<file path="src/rtl/bypass_ctrl.sv">
// Operand bypass selection and hazard stall control for an in-order pipeline.
// It tracks the last DEPTH in-flight writers and one shared multicycle unit.
module bypass_ctrl #(
  parameter int REG_AW   = 5,
  parameter int DEPTH    = 3,
  parameter int MD_LAT   = 32,
  parameter int ZERO_REG = 1,
  parameter int SEL_W    = $clog2(DEPTH + 1)
) (
  input  logic              clock,
  input  logic              reset,
  input  logic              advance,
  input  logic              flush,
  input  logic              dec_valid,
  input  logic [REG_AW-1:0] dec_rd,
  input  logic              dec_we,
  input  logic              dec_load,
  input  logic              dec_md,
  input  logic [REG_AW-1:0] src_a,
  input  logic [REG_AW-1:0] src_b,
  input  logic              src_a_en,
  input  logic              src_b_en,
  output logic [SEL_W-1:0]  byp_a_sel,
  output logic [SEL_W-1:0]  byp_b_sel,
  output logic              stall,
  output logic              md_busy,
  output logic              md_done,
  output logic [15:0]       stall_cycles
);

  localparam int              CNT_W   = $clog2(MD_LAT);
  localparam logic [CNT_W-1:0] MD_INIT = CNT_W'(MD_LAT - 1);
  localparam bit              ZR      = (ZERO_REG != 0);

  logic [DEPTH:1]    ent_v;
  logic [DEPTH:1]    ent_load;
  logic [REG_AW-1:0] ent_rd [1:DEPTH];

  logic [CNT_W-1:0]  md_cnt;
  logic [REG_AW-1:0] md_rd;

  logic live_a, live_b;
  logic load_use, md_raw, md_struct;
  logic accept, ins_v;

  assign live_a = src_a_en && !(ZR && (src_a == '0));
  assign live_b = src_b_en && !(ZR && (src_b == '0));

  // NOTE: every always_comb output gets a default first, so no path leaves it unassigned (no latch).
  always_comb begin
    byp_a_sel = '0;
    byp_b_sel = '0;
    // Walk oldest to youngest so the youngest (smallest k) match is the last write.
    for (int k = DEPTH; k >= 1; k--) begin
      if (live_a && ent_v[k] && (ent_rd[k] == src_a)) byp_a_sel = SEL_W'(k);
      if (live_b && ent_v[k] && (ent_rd[k] == src_b)) byp_b_sel = SEL_W'(k);
    end
  end

  // Entry 1 is always the nearest match when it matches, so load-use only inspects it.
  assign load_use  = dec_valid && ent_v[1] && ent_load[1] &&
                     ((live_a && (ent_rd[1] == src_a)) || (live_b && (ent_rd[1] == src_b)));
  assign md_raw    = dec_valid && md_busy &&
                     ((live_a && (src_a == md_rd)) || (live_b && (src_b == md_rd)));
  assign md_struct = dec_valid && dec_md && md_busy;
  assign stall     = load_use || md_raw || md_struct;

  assign accept  = advance && !stall && dec_valid;
  assign ins_v   = dec_valid && dec_we && !dec_md && !(ZR && (dec_rd == '0));
  assign md_done = md_busy && (md_cnt == '0);

  // NOTE: the scoreboard is a handful of flops that feed hazard logic, so it is fully reset.
  always_ff @(posedge clock or posedge reset) begin
    if (reset) begin
      ent_v    <= '0;
      ent_load <= '0;
      for (int k = 1; k <= DEPTH; k++) ent_rd[k] <= '0;
    end else begin
      if (advance) begin
        for (int k = 2; k <= DEPTH; k++) begin
          ent_v[k]    <= ent_v[k-1];
          ent_rd[k]   <= ent_rd[k-1];
          ent_load[k] <= ent_load[k-1];
        end
        ent_v[1]    <= ins_v && !stall;
        ent_rd[1]   <= dec_rd;
        ent_load[1] <= dec_load;
      end
      // NOTE: with non-blocking assignments the last one scheduled wins, so flush overrides the insert.
      if (flush) ent_v[1] <= 1'b0;
    end
  end

  // The multicycle unit runs on its own count; pipeline hold and flush do not touch it.
  always_ff @(posedge clock or posedge reset) begin
    if (reset) begin
      md_busy <= 1'b0;
      md_cnt  <= '0;
      md_rd   <= '0;
    end else if (accept && dec_md) begin
      md_busy <= 1'b1;
      md_cnt  <= MD_INIT;
      md_rd   <= dec_rd;
    end else if (md_busy) begin
      if (md_cnt == '0) md_busy <= 1'b0;
      else              md_cnt  <= md_cnt - 1'b1;
    end
  end

  always_ff @(posedge clock or posedge reset) begin
    if (reset) begin
      stall_cycles <= '0;
    end else if (stall && advance && (stall_cycles != 16'hFFFF)) begin
      stall_cycles <= stall_cycles + 16'd1;
    end
  end

endmodule
</file>
<file path="config.mk">
export PLATFORM = sky130hd
export DESIGN_NAME = bypass_ctrl
export DESIGN_NICKNAME = d
export VERILOG_FILES = /design/src/rtl/bypass_ctrl.sv
export SDC_FILE = /design/constraint.sdc
export NUM_CORES = 1
export LEC_CHECK = 0
export ABC_AREA = 1
export CAP_MARGIN = 20
export CORE_UTILIZATION = 58
export DETAILED_ROUTE_END_ITERATION = 7
export PLACE_DENSITY = 0.86
export SLEW_MARGIN = 0
export SYNTH_ARGS = -nofsm -noshare
export SYNTH_HDL_FRONTEND = slang
export SYNTH_SLANG_ARGS = --single-unit
</file>
<file path="constraint.sdc">
create_clock -name clock -period 4.74 [get_ports clock]
set_input_delay 1.185 -clock clock [delete_from_list [all_inputs] [get_ports clock]]
set_output_delay 1.185 -clock clock [all_outputs]
set_load 0.005 [all_outputs]
</file>
==> results of run 1 <==
per-layer routing:
metal / GRT usage (%) / part of all wire, %
met3: 4.834 / 5.1
met4: 8.932 / 1.8
met2: 52.96 / 50
met1: 36.06 / 43
met5: 0 / 0
through the flow:
| step | cells | utilization (%) | total power, mW | instance area [sq um] | hold WS (ps) |
|---|---|---|---|---|---|
| 4_1_cts | 509 | 73.23 | 1.090 | 3505 | 483.4 |
| 3_3_place_gp | 503 | 71.50 | 0.8406 | 3422 | 453.9 |
| 5_1_grt | 509 | 73.23 | 1.153 | 3505 | 536.2 |
| 2_1_floorplan | 399 | - | 0.7331 | 2915 | 441.7 |
| 3_5_place_dp | 503 | 71.50 | 0.8527 | 3422 | 463.9 |
| 6_report | 509 | 73.23 | 1.081 | 3505 | 481.5 |
cell usage after synthesis:
library cell,count
nor2_2,3
o21ai_2,4
xnor2_1,15
nand4_1,7
nand2_4,2
a21boi_0,2
nor2_1,25
nand2_2,2
a211oi_1,2
nand3_1,25
nor3_1,4
clkbuf_1,4
buf_6,2
xor2_1,22
o22ai_1,3
nor4_1,3
a221oi_1,2
inv_1,40
buf_4,1
o21ai_0,22
buf_2,8
nor3_2,2
inv_2,10
ha_1,3
a21oi_1,2
nand2_1,135
dfrtp_1,46
nor2_4,1
nand3b_1,2
logic make-up (layout without fill, tap and decap cells):
kind of cell             after synthesis  in the layout  share of synthesized area, %
AO/OA/AOI/OAI                         37             37                         7.596
XOR/XNOR                              37             37                         11.12
adder cells (fa/ha/maj)                3              3                         1.288
buffers and inverters                 65            108                         9.356
flip-flops                            46             46                         39.48
AND/OR/NAND/NOR                      211            211                         31.16
worst reg2reg max path: cells and delay by family (launching register included):
family	cells	cell delay (ps)
DFF	1	420
and+or+nand+nor	9	1070
adders and majority gates	1	210
buffers and inverters	3	260
final cells by class:
class | count | area [sq um] | area share (%)
multi-input cells | 288 | 1491 | 42.56
flip-flops and latches | 46 | 1151 | 32.85
repair buffers | 52 | 508.0 | 14.49
inverters | 50 | 187.7 | 5.355
well taps | 67 | 83.83 | 2.392
clock buffers | 6 | 82.58 | 2.356
registers in the layout, summed over array words and instances (netlist names):
name	count
stall_cycles	16
ent_rd	15
md_cnt	5
md_rd	5
ent_v	3
ent_load	1
md_busy	1
final timing paths:
kind,cells after the start,slack (ps),endpoint,start
hold reg to reg,2,480,ent_load[1],ent_load[1]
max in group asynchronous,3,3000,ent_v[2],reset
hold / removal,2,480,ent_load[1],ent_load[1]
setup reg to reg,13,2740,stall_cycles[12],stall_cycles[0]
setup / recovery,10,370,stall,src_b[4]
min in group asynchronous,3,1340,md_cnt[1],reset
where the power goes:
part / total, mW / internal, mW / switching (mW)
Combinational: 0.325 / 0.151 / 0.174
Clock: 0.235 / 0.113 / 0.122
Sequential: 0.521 / 0.455 / 0.0662
Total: 1.08 / 0.718 / 0.363
==> results.rst, run 1 <==
.. list-table::
   :header-rows: 1

   * - Metric
     - Value
   * - Result of the run
     - completed
   * - Endpoint type of the worst setup path
     - output pin
   * - Setup Slack @ Placement
     - 375.2 ps
   * - Clock insertion delay at the later pin of the skew report
     - 290 ps
   * - Slew headroom
     - 61.41%
   * - Transition time at the pin with the least slew margin
     - 578.9 ps
   * - Synth Area per Inst
     - 7.307 sq um
   * - Arrival time of data at the critical path endpoint
     - 3180 ps
   * - Core Region
     - 4786 sq um
   * - Antenna diode count
     - 0
   * - Number of setup violations in the final report
     - 0
   * - Effective utilization at floorplan
     - 60.92%
   * - Slowest cell on the critical path
     - clkdlybuf4s50_1
   * - Synth Instances
     - 399
   * - I/O Pins
     - 48
   * - TritonCTS Buffers
     - 5
   * - Critical Setup Path Class
     - primary input to output pin
   * - Cell chosen for the clock root
     - clkbuf_8
   * - Data required time at the worst endpoint
     - 3560 ps
   * - Total vias in the final route
     - 2676
   * - Kind of cell adding the most delay to the critical path
     - buffers and inverters
   * - Area growth from synthesis to layout
     - 20.21%
   * - Filler cells
     - 380
   * - Congestion Overflow GR
     - 0
   * - Crit path buffers/inverters
     - 4
   * - Cell Rows
     - 25
   * - Count of hold-fix buffers inserted at cts
     - 0
   * - Area of the die
     - 5314 sq um
   * - Number of antenna violations at the first check in global routing
     - 0
   * - Final wirelength
     - 7.163 mm
   * - RD Place Congestion
     - 0.9535
   * - Number of cells upsized or downsized after cts
     - 0
   * - Final Skew
     - 6.340 ps
   * - Ratio of total power to cell area
     - 308.5 nW/um^2
   * - Overall Global Routing Usage
     - 29.40%
   * - Vertical extent of the die
     - 72.90 um
   * - Final worst setup slack
     - 371.6 ps
   * - DR WL/cell
     - 14.07 um
   * - Post-detailed-route count of antenna-violating nets
     - 0
   * - Detailed Place HPWL
     - 5.317 mm
   * - Clock H-tree levels
     - 2
   * - Number of nets at the end of the flow
     - 471
   * - Commonest cells after routing, fill and taps aside
     - 135 x nand2_1, 47 x clkdlybuf4s50_1, 46 x dfrtp_1, 39 x inv_1
   * - Final Critical Period
     - 4368 ps
   * - Count of routing violations after the opening detailed-route iteration
     - 157
   * - Most common library cell in the layout ignoring fill and taps
     - nand2_1
   * - Count of pins over their slew limit
     - 0
   * - Max-cap violations
     - 0
   * - Share of Yosys cell area claimed by the top area cell type
     - 39.48%
   * - Cell chain of the critical path
     - clkdlybuf4s50_1 > inv_2 > nand3_1 > nand2_1 > inv_2 > nand4_1 > nand2_1 > nand2_2 > nand2_4 > clkdlybuf4s50_1
   * - Port Buffer Count
     - 47
   * - Sum of negative setup slack
     - 0 ps
   * - Number of nets produced by synthesis
     - 427
   * - Synth Cell Area
     - 2915 sq um
   * - Leakage component of the power
     - 1.704 nW
   * - Synthesis Warnings
     - 0
   * - Horizontal die dimension
     - 72.90 um
   * - Setup repair bufs after CTS
     - 0
   * - Final Hold Viols
     - 0
   * - Number of synthesized register bits
     - 46
   * - Pin count of the biggest net entering global routing
     - 47
   * - IR drop worst, VDD
     - 290.5 uV
   * - Largest fanout on the critical path
     - 5
   * - TritonCTS clock tree
     - yes
   * - Number of library cell types mapped by synthesis
     - 29
   * - Number of global-route vias before repair
     - 2530
   * - Longest Clk Path Bufs
     - 2
   * - Cell accounting for the most synthesized area
     - dfrtp_1
   * - Highest Clock Rate
     - 228.9 MHz
   * - DR DRC count
     - 0
   * - Ratio of final minimum period to clock period
     - 92.16%
   * - Share of post-route cells with drive strength above 1
     - 7.919%
   * - Clock transition at the registers of the reported paths
     - 80 ps
   * - Global-route wire length before repair
     - 11.73 mm
   * - TritonRoute pass-1 iters
     - 5
   * - CTS sink count
     - 46
   * - RSZ-0062 raised after global routing
     - false
   * - Hold WC Path Type
     - flip-flop to flip-flop
   * - Delay of the slowest cell on the worst path
     - 660 ps
   * - Largest cells by area after synthesis
     - dfrtp_1 39%, nand2_1 17%, xor2_1 6.6%
   * - Average via count per standard cell
     - 5.257
   * - Proportion of synthesized chip area in sequential cells
     - 39.48%
   * - Critical path startpoint category
     - primary input
Note: power is estimated with default switching activity, not from simulation.
==> run 2, diff against run 1 <==
- clock period: 4.74 -> 5.1 ns (I/O delays scaled with it)
==> run 2 against run 1 <==
- critical path depth unchanged
- non-clock buffer count down 4
- largest cell class unchanged
- sequential share of layout area up 0.20 points
- utilization is 0.44 points lower
==> results.rst, run 2 (synthesized netlist as in run 1, its figures left out) <==
.. list-table::
   :header-rows: 1

   * - Metric
     - Value
   * - Setup repair bufs after CTS
     - 0 (unchanged)
   * - Clock H-tree levels
     - 2 (unchanged)
   * - Internal
     - 669.7 uW (-6.8%)
   * - Hold WC Path Type
     - flip-flop to flip-flop
   * - TritonCTS clock tree
     - yes
   * - Area taken by multi-input logic gates
     - 1491 sq um (unchanged)
   * - Ratio of total power to cell area
     - 290.8 nW/um^2 (-5.7%)
   * - Final non-filler cell area
     - 3483 sq um (-0.61%)
   * - Hold-critical path depth
     - 2 (unchanged)
   * - Global-route wire length before repair
     - 11.34 mm (-3.3%)
   * - DR WL/cell
     - 13.69 um (-2.7%)
   * - Placement Cell Area
     - 3392 sq um (-0.88%)
   * - Final Skew
     - 4.605 ps (-1.735 ps)
   * - DR DRC count
     - 0 (unchanged)
   * - Horizontal die dimension
     - 72.90 um (unchanged)
   * - Net Sw Frac
     - 33.89% (+0.33 points)
   * - Number of antenna violations at the first check in global routing
     - 0 (unchanged)
   * - Area of the die
     - 5314 sq um (unchanged)
   * - Final Hold Viols
     - 0 (unchanged)
   * - Filler cells
     - 398 (+4.7%)
   * - Endpoint type of the worst setup path
     - output pin
   * - Total vias in the final route
     - 2620 (-2.1%)
   * - Clock transition at the registers of the reported paths
     - 80 ps (about the same)
   * - I/O Pins
     - 48 (unchanged)
   * - Result of the run
     - completed
   * - Data required time at the worst endpoint
     - 3830 ps (+270 ps)
   * - Met2 track demand over resource
     - 47.25% (-5.7 points)
   * - RD Place Congestion
     - 0.9344 (-2.0%)
   * - Setup Slack @ Placement
     - 449.3 ps (+74.15 ps)
   * - Critical Setup Path Class
     - primary input to output pin
   * - Sequential group share of total power
     - 47.8% (-0.4 points)
   * - IR drop worst, VDD
     - 279.4 uV (-3.8%)
   * - RSZ-0062 raised after global routing
     - false
   * - Count of hold-fix buffers inserted at cts
     - 0 (unchanged)
   * - Registers with the most flip-flops
     - stall_cycles: 16 flops, ent_rd: 15 flops
   * - Arrival time of data at the critical path endpoint
     - 3410 ps (+230 ps)
   * - Congestion Overflow GR
     - 0 (unchanged)
   * - Final worst setup slack
     - 418.1 ps (+46.54 ps)
   * - Leakage component of the power
     - 1.690 nW (-0.85%)
   * - Count of routing violations after the opening detailed-route iteration
     - 123 (-22%)
   * - Average via count per standard cell
     - 5.168 (-1.7%)
   * - TritonCTS Buffers
     - 5 (unchanged)
   * - Ratio of final minimum period to clock period
     - 91.80%
   * - Net Switching
     - 343.3 uW (-5.4%)
   * - Cell chosen for the clock root
     - clkbuf_8
   * - TritonRoute pass-1 iters
     - 4 (-1)
   * - Met1 Use GR
     - 36.04% (about the same)
   * - Routing usage on met3
     - 5.249% (+0.41 points)
   * - Cell Rows
     - 25 (unchanged)
   * - Effective utilization at floorplan
     - 60.92% (unchanged)
   * - Total area of sequential cells
     - 1151 sq um (unchanged)
   * - Highest Clock Rate
     - 213.6 MHz
   * - Final Critical Period
     - 4682 ps
   * - Largest fanout on the critical path
     - 14 (+9)
   * - Worst R2R Path Depth
     - 13 (unchanged)
   * - Port Buffer Count
     - 47 (unchanged)
   * - Share of power burned in combinational logic
     - 29.5% (-0.6 points)
   * - Critical path startpoint category
     - primary input
   * - Number of flip-flops in the largest register
     - 16 (unchanged)
   * - CTS sink count
     - 46 (unchanged)
   * - Layer carrying the most global-route usage
     - met2
   * - Overall Global Routing Usage
     - 28.32% (-1.1 points)
   * - Number of setup violations in the final report
     - 0 (unchanged)
   * - Largest register by flop count
     - stall_cycles
   * - Transition time at the pin with the least slew margin
     - 916.0 ps (+337.1 ps)
   * - Antenna diode count
     - 0 (unchanged)
   * - Area growth from synthesis to layout
     - 19.48%
   * - Core Util, Final
     - 72.78% (-0.44 points)
   * - Final wirelength
     - 6.939 mm (-3.1%)
   * - Post-detailed-route count of antenna-violating nets
     - 0 (unchanged)
   * - Number of cells upsized or downsized after cts
     - 0 (unchanged)
   * - Total Power Consumption
     - 1.013 mW (-6.3%)
   * - Commonest cells after routing, fill and taps aside
     - 135 x nand2_1, 47 x clkdlybuf4s50_1, 46 x dfrtp_1, 39 x inv_1
   * - Sum of negative setup slack
     - 0 ps (unchanged)
   * - Share of post-route cells with drive strength above 1
     - 7.273% (-0.65 points)
   * - Most common library cell in the layout ignoring fill and taps
     - nand2_1
   * - Number of nets at the end of the flow
     - 467 (-0.85%)
   * - Vertical extent of the die
     - 72.90 um (unchanged)
   * - Slew headroom
     - 38.75% (-23 points)
   * - Core Region
     - 4786 sq um (unchanged)
   * - Pin count of the biggest net entering global routing
     - 47 (unchanged)
   * - Clock insertion delay at the later pin of the skew report
     - 300 ps (about the same)
   * - Number of global-route vias before repair
     - 2385 (-5.7%)
   * - Max-cap violations
     - 0 (unchanged)
   * - Share of power burned in the clock network
     - 22.7% (+1.0 points)
   * - Detailed Place HPWL
     - 5.080 mm (-4.5%)
   * - Count of pins over their slew limit
     - 0 (unchanged)
   * - Longest Clk Path Bufs
     - 2 (unchanged)
==> run 2: changes by cell type in the layout (fill, tap and decap cells not counted), sizes merged <==
cell,previous run,this run
buf,5,1
clkbuf,6,7
clkinv,1,2
==> run 2: area by class of cell <==
class	instances	share of cell area, %
inverter	50	5.388
clock inverter	1	0.1437
timing repair buffer	48	13.72
clock buffer	7	2.478
multi-input combinational	288	42.82
sequential	46	33.05
tap	67	2.407
==> run 2: worst paths after layout <==
path,startpoint,endpoint,slack [ps]
min,ent_load[1],ent_load[1],480
min reg2reg,ent_load[1],ent_load[1],480
min in group asynchronous,reset,stall_cycles[1],1430
max reg2reg,stall_cycles[0],stall_cycles[15],3040
max in group asynchronous,reset,ent_v[2],3280
max,src_b[3],stall,420
==> run 2: through the flow <==
stage / instances / hold slack [ps]
finish: 507 / 479.3
global route: 507 / 506.2
CTS: 507 / 481.3
detailed placement: 499 / 463.5
global placement: 499 / 453.7
floorplan: 399 / 441.7
==> run 2: worst max-delay path: stages <==
cell	delay, ps
clkdlybuf4s50_1	680
inv_2	50
nand2_1	60
nand2_1	50
nor2_1	170
nand4_1	190
nand2_1	130
nand2_2	90
nand2_4	180
clkdlybuf4s50_1	540
==> run 2: power groups by stage <==
stage | registers [mW] | clock network, mW | logic, mW
global placement | 0.488 | 0 | 0.290
detailed placement | 0.490 | 0 | 0.299
finish | 0.485 | 0.229 | 0.299
floorplan | 0.477 | 0 | 0.204
global route | 0.491 | 0.245 | 0.340
CTS | 0.484 | 0.236 | 0.301
==> run 2: routing by layer <==
metal / up-vias / part of all wire (%)
met4: 0 / 2.8
met5: - / 0
li1: 1326 / -
met2: 72 / 49
met3: 17 / 5.0
met1: 1205 / 43
